$ cat src/rtl/schedule_pkg.sv
// Shared types for the dual-issue scheduler.
// Issue record, unit encoding, FSM states and RV32I opcodes.
package schedule_pkg;

  localparam int XLEN = 32;

  typedef enum logic [3:0] {
    U_ALU    = 4'd0,
    U_LSU    = 4'd1,
    U_BRANCH = 4'd2,
    U_JUMP   = 4'd3,
    U_SYSTEM = 4'd4
  } unit_e;

  typedef enum logic {
    PAIR   = 1'b0,
    SECOND = 1'b1
  } state_e;

  typedef struct packed {
    logic [XLEN-1:0] pc;
    logic [31:0]     instr;
    logic [XLEN-1:0] imm;
    logic [4:0]      rd;
    logic [4:0]      rs1;
    logic [4:0]      rs2;
    logic            rd_we;
    logic            rs1_used;
    logic            rs2_used;
    unit_e           unit;
    logic [9:0]      pad;
  } issue_rec_t;

  localparam logic [6:0] OP_LUI    = 7'b0110111;
  localparam logic [6:0] OP_AUIPC  = 7'b0010111;
  localparam logic [6:0] OP_JAL    = 7'b1101111;
  localparam logic [6:0] OP_JALR   = 7'b1100111;
  localparam logic [6:0] OP_BRANCH = 7'b1100011;
  localparam logic [6:0] OP_LOAD   = 7'b0000011;
  localparam logic [6:0] OP_STORE  = 7'b0100011;
  localparam logic [6:0] OP_IMM    = 7'b0010011;
  localparam logic [6:0] OP_REG    = 7'b0110011;
  localparam logic [6:0] OP_FENCE  = 7'b0001111;
  localparam logic [6:0] OP_SYSTEM = 7'b1110011;

endpackage

$ cat src/rtl/schedule_if.sv
// Fetch-packet in, issue records / redirect / stall out.
// master drives fetch_data; slave is the scheduler.
interface schedule_if;
  import schedule_pkg::*;

  logic [127:0]    fetch_data;
  issue_rec_t      instr1;
  issue_rec_t      instr2;
  logic            write1;
  logic            write2;
  logic            jal;
  logic [XLEN-1:0] jal_addr;
  logic            stall;

  modport master (
    output fetch_data,
    input  instr1, instr2, write1, write2,
    input  jal, jal_addr, stall
  );

  modport slave (
    input  fetch_data,
    output instr1, instr2, write1, write2,
    output jal, jal_addr, stall
  );
endinterface

$ cat src/rtl/schedule_predecode.sv
// Combinational pre-decode of one slot into an issue record.
// Ports: instr/pc in, rec out.
module schedule_predecode
  import schedule_pkg::*;
(
  input  logic [31:0]     instr,
  input  logic [XLEN-1:0] pc,
  output issue_rec_t      rec
);

  logic [XLEN-1:0] imm_i, imm_s, imm_b, imm_u, imm_j;
  logic            has_rd;

  assign imm_i = {{20{instr[31]}}, instr[31:20]};
  assign imm_s = {{20{instr[31]}}, instr[31:25], instr[11:7]};
  assign imm_b = {{19{instr[31]}}, instr[31], instr[7],
                  instr[30:25], instr[11:8], 1'b0};
  assign imm_u = {instr[31:12], 12'b0};
  assign imm_j = {{11{instr[31]}}, instr[31], instr[19:12],
                  instr[20], instr[30:21], 1'b0};

  always_comb begin
    rec          = '0;
    rec.pc       = pc;
    rec.instr    = instr;
    rec.unit     = U_SYSTEM;
    has_rd       = 1'b0;
    unique case (instr[6:0])
      OP_LUI, OP_AUIPC: begin
        rec.imm  = imm_u;
        rec.unit = U_ALU;
        has_rd   = 1'b1;
      end
      OP_JAL: begin
        rec.imm  = imm_j;
        rec.unit = U_JUMP;
        has_rd   = 1'b1;
      end
      OP_JALR: begin
        rec.imm      = imm_i;
        rec.unit     = U_JUMP;
        rec.rs1_used = 1'b1;
        has_rd       = 1'b1;
      end
      OP_BRANCH: begin
        rec.imm      = imm_b;
        rec.unit     = U_BRANCH;
        rec.rs1_used = 1'b1;
        rec.rs2_used = 1'b1;
      end
      OP_LOAD: begin
        rec.imm      = imm_i;
        rec.unit     = U_LSU;
        rec.rs1_used = 1'b1;
        has_rd       = 1'b1;
      end
      OP_STORE: begin
        rec.imm      = imm_s;
        rec.unit     = U_LSU;
        rec.rs1_used = 1'b1;
        rec.rs2_used = 1'b1;
      end
      OP_IMM: begin
        rec.imm      = imm_i;
        rec.unit     = U_ALU;
        rec.rs1_used = 1'b1;
        has_rd       = 1'b1;
      end
      OP_REG: begin
        rec.unit     = U_ALU;
        rec.rs1_used = 1'b1;
        rec.rs2_used = 1'b1;
        has_rd       = 1'b1;
      end
      OP_FENCE: begin
        rec.imm  = imm_i;
      end
      OP_SYSTEM: begin
        rec.imm      = imm_i;
        rec.rs1_used = 1'b1;
        has_rd       = 1'b1;
      end
      default: begin
      end
    endcase
    rec.rd    = has_rd ? instr[11:7] : 5'd0;
    rec.rs1   = rec.rs1_used ? instr[19:15] : 5'd0;
    rec.rs2   = rec.rs2_used ? instr[24:20] : 5'd0;
    rec.rd_we = has_rd && (instr[11:7] != 5'd0);
  end

endmodule

$ cat src/rtl/schedule.sv
// Dual-issue scheduler: pre-decode, pair hazard check, PAIR/SECOND FSM.
// Ports: clk, rst_n, bus (schedule_if.slave).
module schedule
  import schedule_pkg::*;
(
  input  logic      clk,
  input  logic      rst_n,
  schedule_if.slave bus
);

  state_e          state, n_state;
  issue_rec_t      rec_a, rec_b;
  issue_rec_t      n_i1, n_i2;
  logic            n_w1, n_w2, n_jal, n_stall;
  logic [XLEN-1:0] n_addr, tgt_a, tgt_b;
  logic            bub_a, bub_b, jal_a, jal_b;
  logic            raw, waw, lsu2, ctl, hazard, issue_b;

  schedule_predecode u_pd_a (
    .instr (bus.fetch_data[63:32]),
    .pc    (bus.fetch_data[31:0]),
    .rec   (rec_a)
  );

  schedule_predecode u_pd_b (
    .instr (bus.fetch_data[127:96]),
    .pc    (bus.fetch_data[95:64]),
    .rec   (rec_b)
  );

  assign bub_a = rec_a.instr == 32'h0;
  assign bub_b = rec_b.instr == 32'h0;
  assign jal_a = rec_a.instr[6:0] == OP_JAL;
  assign jal_b = rec_b.instr[6:0] == OP_JAL;
  assign tgt_a = rec_a.pc + rec_a.imm;
  assign tgt_b = rec_b.pc + rec_b.imm;

  assign raw = rec_a.rd_we &&
    ((rec_b.rs1_used && rec_b.rs1 == rec_a.rd) ||
     (rec_b.rs2_used && rec_b.rs2 == rec_a.rd));
  assign waw = rec_a.rd_we && rec_b.rd_we &&
    (rec_a.rd == rec_b.rd);
  assign lsu2 = (rec_a.unit == U_LSU) &&
    (rec_b.unit == U_LSU);
  assign ctl = rec_a.unit inside
    {U_BRANCH, U_JUMP, U_SYSTEM};
  assign hazard = !bub_a && !bub_b &&
    (raw || waw || lsu2 || ctl);
  // B goes out with A unless blocked; alone if A is a bubble
  assign issue_b = !bub_b && (bub_a || !hazard);

  always_comb begin
    n_state = state;
    n_i1    = '0;
    n_i2    = '0;
    n_w1    = 1'b0;
    n_w2    = 1'b0;
    n_jal   = 1'b0;
    n_addr  = '0;
    n_stall = 1'b0;
    if (state == SECOND) begin
      n_i1    = rec_b;
      n_w1    = 1'b1;
      n_state = PAIR;
      if (jal_b) begin
        n_jal  = 1'b1;
        n_addr = tgt_b;
      end
    end else begin
      if (!bub_a) begin
        n_i1 = rec_a;
        n_w1 = 1'b1;
        if (jal_a) begin
          n_jal  = 1'b1;
          n_addr = tgt_a;
        end
      end
      if (issue_b) begin
        n_i2 = rec_b;
        n_w2 = 1'b1;
        if (jal_b) begin
          n_jal  = 1'b1;
          n_addr = tgt_b;
        end
      end else if (hazard && !jal_a) begin
        // JAL in A squashes B; otherwise B waits one cycle
        n_stall = 1'b1;
        n_state = SECOND;
      end
    end
  end

  always_ff @(posedge clk or negedge rst_n) begin
    if (!rst_n) begin
      state        <= PAIR;
      bus.instr1   <= '0;
      bus.instr2   <= '0;
      bus.write1   <= 1'b0;
      bus.write2   <= 1'b0;
      bus.jal      <= 1'b0;
      bus.jal_addr <= '0;
      bus.stall    <= 1'b0;
    end else begin
      state        <= n_state;
      bus.instr1   <= n_i1;
      bus.instr2   <= n_i2;
      bus.write1   <= n_w1;
      bus.write2   <= n_w2;
      bus.jal      <= n_jal;
      bus.jal_addr <= n_addr;
      bus.stall    <= n_stall;
    end
  end

endmodule

$ cat src/flat_wrapper.sv
// flat-port wrapper written by rule: the top's interface ports become plain ports
module schedule_flat import schedule_pkg::*;
  (clk, rst_n, bus_fetch_data, bus_instr1, bus_instr2, bus_write1, bus_write2, bus_jal, bus_jal_addr, bus_stall);
  schedule_if bus_i ();
  input  logic clk;
  input  logic rst_n;
  input wire logic [$bits(bus_i.fetch_data)-1:0] bus_fetch_data;
  output wire logic [$bits(bus_i.instr1)-1:0] bus_instr1;
  output wire logic [$bits(bus_i.instr2)-1:0] bus_instr2;
  output wire logic [$bits(bus_i.write1)-1:0] bus_write1;
  output wire logic [$bits(bus_i.write2)-1:0] bus_write2;
  output wire logic [$bits(bus_i.jal)-1:0] bus_jal;
  output wire logic [$bits(bus_i.jal_addr)-1:0] bus_jal_addr;
  output wire logic [$bits(bus_i.stall)-1:0] bus_stall;
  assign bus_i.fetch_data = bus_fetch_data;
  assign bus_instr1 = bus_i.instr1;
  assign bus_instr2 = bus_i.instr2;
  assign bus_write1 = bus_i.write1;
  assign bus_write2 = bus_i.write2;
  assign bus_jal = bus_i.jal;
  assign bus_jal_addr = bus_i.jal_addr;
  assign bus_stall = bus_i.stall;
  schedule u_core (.clk(clk), .rst_n(rst_n), .bus(bus_i));
endmodule
$ cat config.mk
export PLATFORM = sky130hd
export DESIGN_NAME = schedule_flat
export DESIGN_NICKNAME = d
export VERILOG_FILES = /design/src/rtl/schedule_pkg.sv /design/src/rtl/schedule_if.sv /design/src/rtl/schedule_predecode.sv /design/src/rtl/schedule.sv /design/src/flat_wrapper.sv
export SDC_FILE = /design/constraint.sdc
export NUM_CORES = 1
export LEC_CHECK = 0
export ABC_AREA = 1
export CAP_MARGIN = 30
export CORE_MARGIN = 2
export CORE_UTILIZATION = 53
export DETAILED_ROUTE_END_ITERATION = 12
export GPL_TIMING_DRIVEN = 0
export PLACE_DENSITY = 0.84
export SYNTH_ARGS = -nofsm -noshare
export SYNTH_HDL_FRONTEND = slang
export SYNTH_SLANG_ARGS = --single-unit
export TNS_END_PERCENT = 5
$ cat constraint.sdc
create_clock -name clk -period 2.7 [get_ports clk]
set_input_delay 0.405 -clock clk [delete_from_list [all_inputs] [get_ports clk]]
set_output_delay 0.405 -clock clk [all_outputs]
set_load 0.05 [all_outputs]
==> impl_metrics.yaml, run 1 <==
clocking:
  cts_sinks: 270
  clock_path_buffers: 3
  htreeDepth: 1
  cts_made_buffers: 28
  root_buffer: "clkbuf_16"
placement:
  gp_congestion: 1.07
  io_buffer_count: 394
  placed_area_um2: 19600
  hpwl_mm: 54.7
  pre_cts_ws_ns: -2.07
floorplan:
  fp-row-count: 61
  fp.dieH_um: 171
  die_w_um: 171
  initial_core_util_pct: 53.6
  ioPinCount: 422
synthesis:
  synth_top_area_cell: "dfrtp_1"
  yosysWarnings: 0
  ys_seq_area_share_pct: 45.5
  synthCells: 1955
  async_flop_share_pct: 100
  synth.top_cell.area_share_pct: 45.5
  synth-edff-count: 0
  synthFlopType: "dfrtp_1"
  syn_avg_cell_area_um2: 7.60
  synth.distinct_cells: 45
  synth_seq_cells: 270
  synth_area_um2: 14900
  synth.area.top_cells: "dfrtp_1 (45%), nand2_1 (13%), inv_1 (6.4%), nor2_1 (5.1%), o21ai_0 (4.5%)"
outcome:
  error: "[ERROR GRT-0232] Routing congestion too high. Check the congestion heatmap in the GUI."
  status: "did not finish"
  haltStage: "global routing (5_1_grt)"
grt:
  grtUsageTotal_pct: 74.3
  overflow: 95
  grt_max_degree: 130
sta:
  worstEpCategory: "register data pin"
  grt_worst_setup_endpoint: "u_core.bus.jal_addr[30]$_DFF_PN0_/D"
==> per-layer routing <==
layer,track usage (%),GRT overflow
met3,60.8,6
met2,89.3,46
met5,32.0,0
met1,74.6,1
met4,72.6,42
==> timing repair <==
action / 4_1_cts
gates resized for setup: 361
endpoints found under the hold margin: 63
pin swaps: 94
buffers inserted: 101
hold buffers: 1
cloned: 1
endpoints found under the setup margin: 169
==> logic make-up after synthesis <==
logic type | share of synthesized area [%]
adders and majority gates | 4.14
other | 0.0252
AOI/OAI and AO/OA | 10.7
DFF | 45.5
buffers and inverters | 9.62
xor gates and xnor gates | 2.06
and+or+nand+nor | 28.0
==> cell usage after synthesis (9+ instances only) <==
cell / count
inv_2: 11
xnor2_1: 11
buf_4: 26
o21ai_0: 133
buf_2: 17
ha_1: 46
o21ai_1: 9
nor2_2: 28
a21oi_1: 83
nand3_1: 130
clkbuf_1: 21
nand2_1: 499
nor3_1: 35
nor4_1: 10
o22ai_1: 44
inv_1: 254
nand4_1: 22
nor2_1: 203
xor2_1: 24
dfrtp_1: 270
nand2_2: 16
==> stage by stage <==
stage,std cells,hold WS [ns]
after floorplan,1976,0.109
after global placement,2748,0.725
after detailed placement,2750,0.400
after CTS,2904,0.0434
==> run 2, diff against run 1 <==
CORE_UTILIZATION = 40   (was 53)
PLACE_DENSITY = not set   (was 0.84)
PLACE_DENSITY_LB_ADDON = 0.15   (was not set)
==> impl_metrics.yaml, run 2 <==
sta:
  finalClockSkew_ns: 0.0648
  setup_viol: 62
  fin_ws_ns: -0.437
  tns_ns: -10.12
  period_share_pct: 116
  drv_slew: 0
  final.min_clock_period_ns: 3.14
  relSlewSlack_pct: 34.6
  fmax_mhz: 319
  hold_violations: 0
  hold_ws_ns: 0.0182
  tightest_slew_ns: 0.981
  rsz0062_at_grt: "true"
power:
  power_mw: 12.5
  peakVddDrop_mv: 0.514
  powerDensity_nw_per_um2: 534
  p_leak_nw: 11.5
worst_setup_path:
  cp_max_fo: 8
  crit_chain: "buf_8 > nand2_4 > buf_6 > nor2_4 > nand2_2 > nand2_4 > a21oi_4 > inv_2 > o21ai_4 > clkinv_4 > a211oi_4 > inv_2 > ha_4 > nand2_2 > nor4_4 > o21ai_1 > nand3_2 > buf_4 > buf_4 > xor2_1 > nand2_1 > o21ai_1"
  end_kind: "flip-flop"
  required_ns: 3.18
  start_kind: "input port"
  worst_path_largest_cell_delay_ns: 0.36
  crit_type: "input port to flip-flop"
  crit_slowest_cell: "nor4_4"
  worst_path_dominant_cell_family: "simple AND/OR/NAND/NOR gates"
  cp_num_buf_inv: 7
  crit_arrival_ns: 3.62
layout:
  layout_commonest_cell: "nand2_1"
  layout-drive-gt1-share_pct: 23.5
  fin_cells: 3019
  area_growth_pct: 57.9
  fin_area_um2: 23500
  fillCellCount: 3105
  layout_common_cells: "nand2_1 (441), clkdlybuf4s50_1 (372), dfrtp_1 (270), inv_1 (220), nor2_1 (167)"
  utilization_pct: 64.1
  reg_top3: "u_core.bus.instr1 x117, u_core.bus.instr2 x117, u_core.bus.jal_addr x32"
  nNetsFinal: 2706
clocking:
  root_buffer: "clkbuf_16"
  cts.clk_slew.worst_paths_ns: 0.07
  clk_latency_ns: 0.62
  cts_made_buffers: 28
  htreeDepth: 1
  clock_path_buffers: 3
  cts_sinks: 270
  cts_tree: "yes"
synthesis:
  syn_avg_cell_area_um2: 7.60
  ys_seq_area_share_pct: 45.5
  synth_compound_area_share_pct: 10.7
  async_flop_share_pct: 100
  synthCells: 1955
  synth_top_family_by_area: "simple AND/OR/NAND/NOR gates"
  synth.most_common_cell: "nand2_1"
  ys_top_cells_by_count: "nand2_1 (499), dfrtp_1 (270), inv_1 (254), nor2_1 (203), o21ai_0 (133)"
  synth_area_um2: 14900
  yosys.area_share.adder_pct: 4.14
  synth.distinct_cells: 45
  synth.top_cell.area_share_pct: 45.5
  synthFlopType: "dfrtp_1"
  synthSimpleGateAreaFrac_pct: 28.0
  synth_top_area_cell: "dfrtp_1"
  yosysWarnings: 0
  synth-xor-area-share_pct: 2.06
  synth_seq_cells: 270
  synthMuxAreaShare_pct: 0
  synth.area.top_cells: "dfrtp_1 (45%), nand2_1 (13%), inv_1 (6.4%), nor2_1 (5.1%), o21ai_0 (4.5%)"
  synth-edff-count: 0
grt:
  overflow: 0
  grt_pass1_vias: 15939
  antenna_found_initial: 2
  grt_pass1_wl_mm: 103
  grt_max_degree: 99
  grtUsageTotal_pct: 36.4
hold_path:
  worstHoldPathType: "input port to flip-flop"
drt:
  routed_wl_mm: 72.5
  dr.pass1.iters: 6
  post_drt_wl_per_cell_um: 24.0
  drc_errors: 0
  vias: 16514
  drtIter0Drc: 1507
  drtAntennaViolNets: 0
  routed_via_density: 5.47
placement:
  hpwl_mm: 57.1
  pre_cts_ws_ns: -1.99
  gp_congestion: 1.02
  placed_area_um2: 19800
  io_buffer_count: 394
  dp_cells: 2841
floorplan:
  fp.dieH_um: 197
  die_area_um2: 38700
  initial_core_util_pct: 40.6
  die_w_um: 197
  core-area_um2: 36600
  fp-row-count: 70
  ioPinCount: 422
job:
  maxCapViolations: 0
outcome:
  violations: "negative setup slack"
  status: "finished, violations left"
## run 2: cell counts after synthesis
No cell type changed its count.
## run 2: layer usage
layer  track usage, %  part of all wire, %  up-vias  wire length (µm)
met5                0                    0        -                 0
met4             14.4                  4.3        0              3120
met3             7.19                   10      180              7390
met2             56.3                   44     1033             32100
met1             50.2                   41     7918             29900
li1                 -                    -     7383                 -
## run 2: path summary, 6_finish.rpt
path	from	end	slack (ns)	depth (start not counted)
max	bus_fetch_data[97]	u_core.bus.jal_addr[21]$_DFF_PN0_	-0.44	22
min	bus_fetch_data[98]	u_core.bus.instr1[66]$_DFF_PN0_	0.02	3
max reg2reg	u_core.state$_DFF_PN0_	u_core.bus.instr1[45]$_DFF_PN0_	-0.14	6
min reg2reg	u_core.state$_DFF_PN0_	u_core.bus.instr1[97]$_DFF_PN0_	0.82	4
max in group asynchronous	rst_n	u_core.bus.write2$_DFF_PN0_	1.00	4
min in group asynchronous	rst_n	u_core.bus.instr2[89]$_DFF_PN0_	0.35	2
## run 2: cell type report
class,count,area [µm²],share of cell area (%)
Timing Repair Buffer,522,5020,21.4
Tap cell,468,586,2.50
Buffer,74,542,2.31
Sequential cell,270,6760,28.8
Clock inverter,20,256,1.09
Clock buffer,32,736,3.14
Antenna cell,1,2.50,0.0107
Multi-Input combinational cell,1366,8490,36.2
Inverter,266,1070,4.54
## run 2: worst min-delay path: cells and delay by family
kind | cells | cell delay, ns
buf+inv | 1 | 0.09
simple gates | 1 | 0.04
compound gates | 1 | 0.06
## run 2: report_power, final
group	switching, mW	internal, mW
Clock	1.79	2.37
Combinational	2.78	1.18
Sequential	0.0964	4.32
## run 2: logic make-up after synthesis
group	after synthesis
adder cells (fa/ha/maj)	48
flip-flops	270
XOR/XNOR	35
AND/OR/NAND/NOR	966
AO/OA/AOI/OAI	295
buffers and inverters	340
other	1
## run 2: repair_timing
item / in CTS / in global routing
cloned: 1 / 0
setup endpoints to repair: 171 / 159
hold endpoints to repair: 84 / 0
hold buffers: 1 / 0
pin swaps: 82 / 93
resized for setup: 301 / 191
setup buffers: 91 / 32
(Power assumes the default switching activity.)
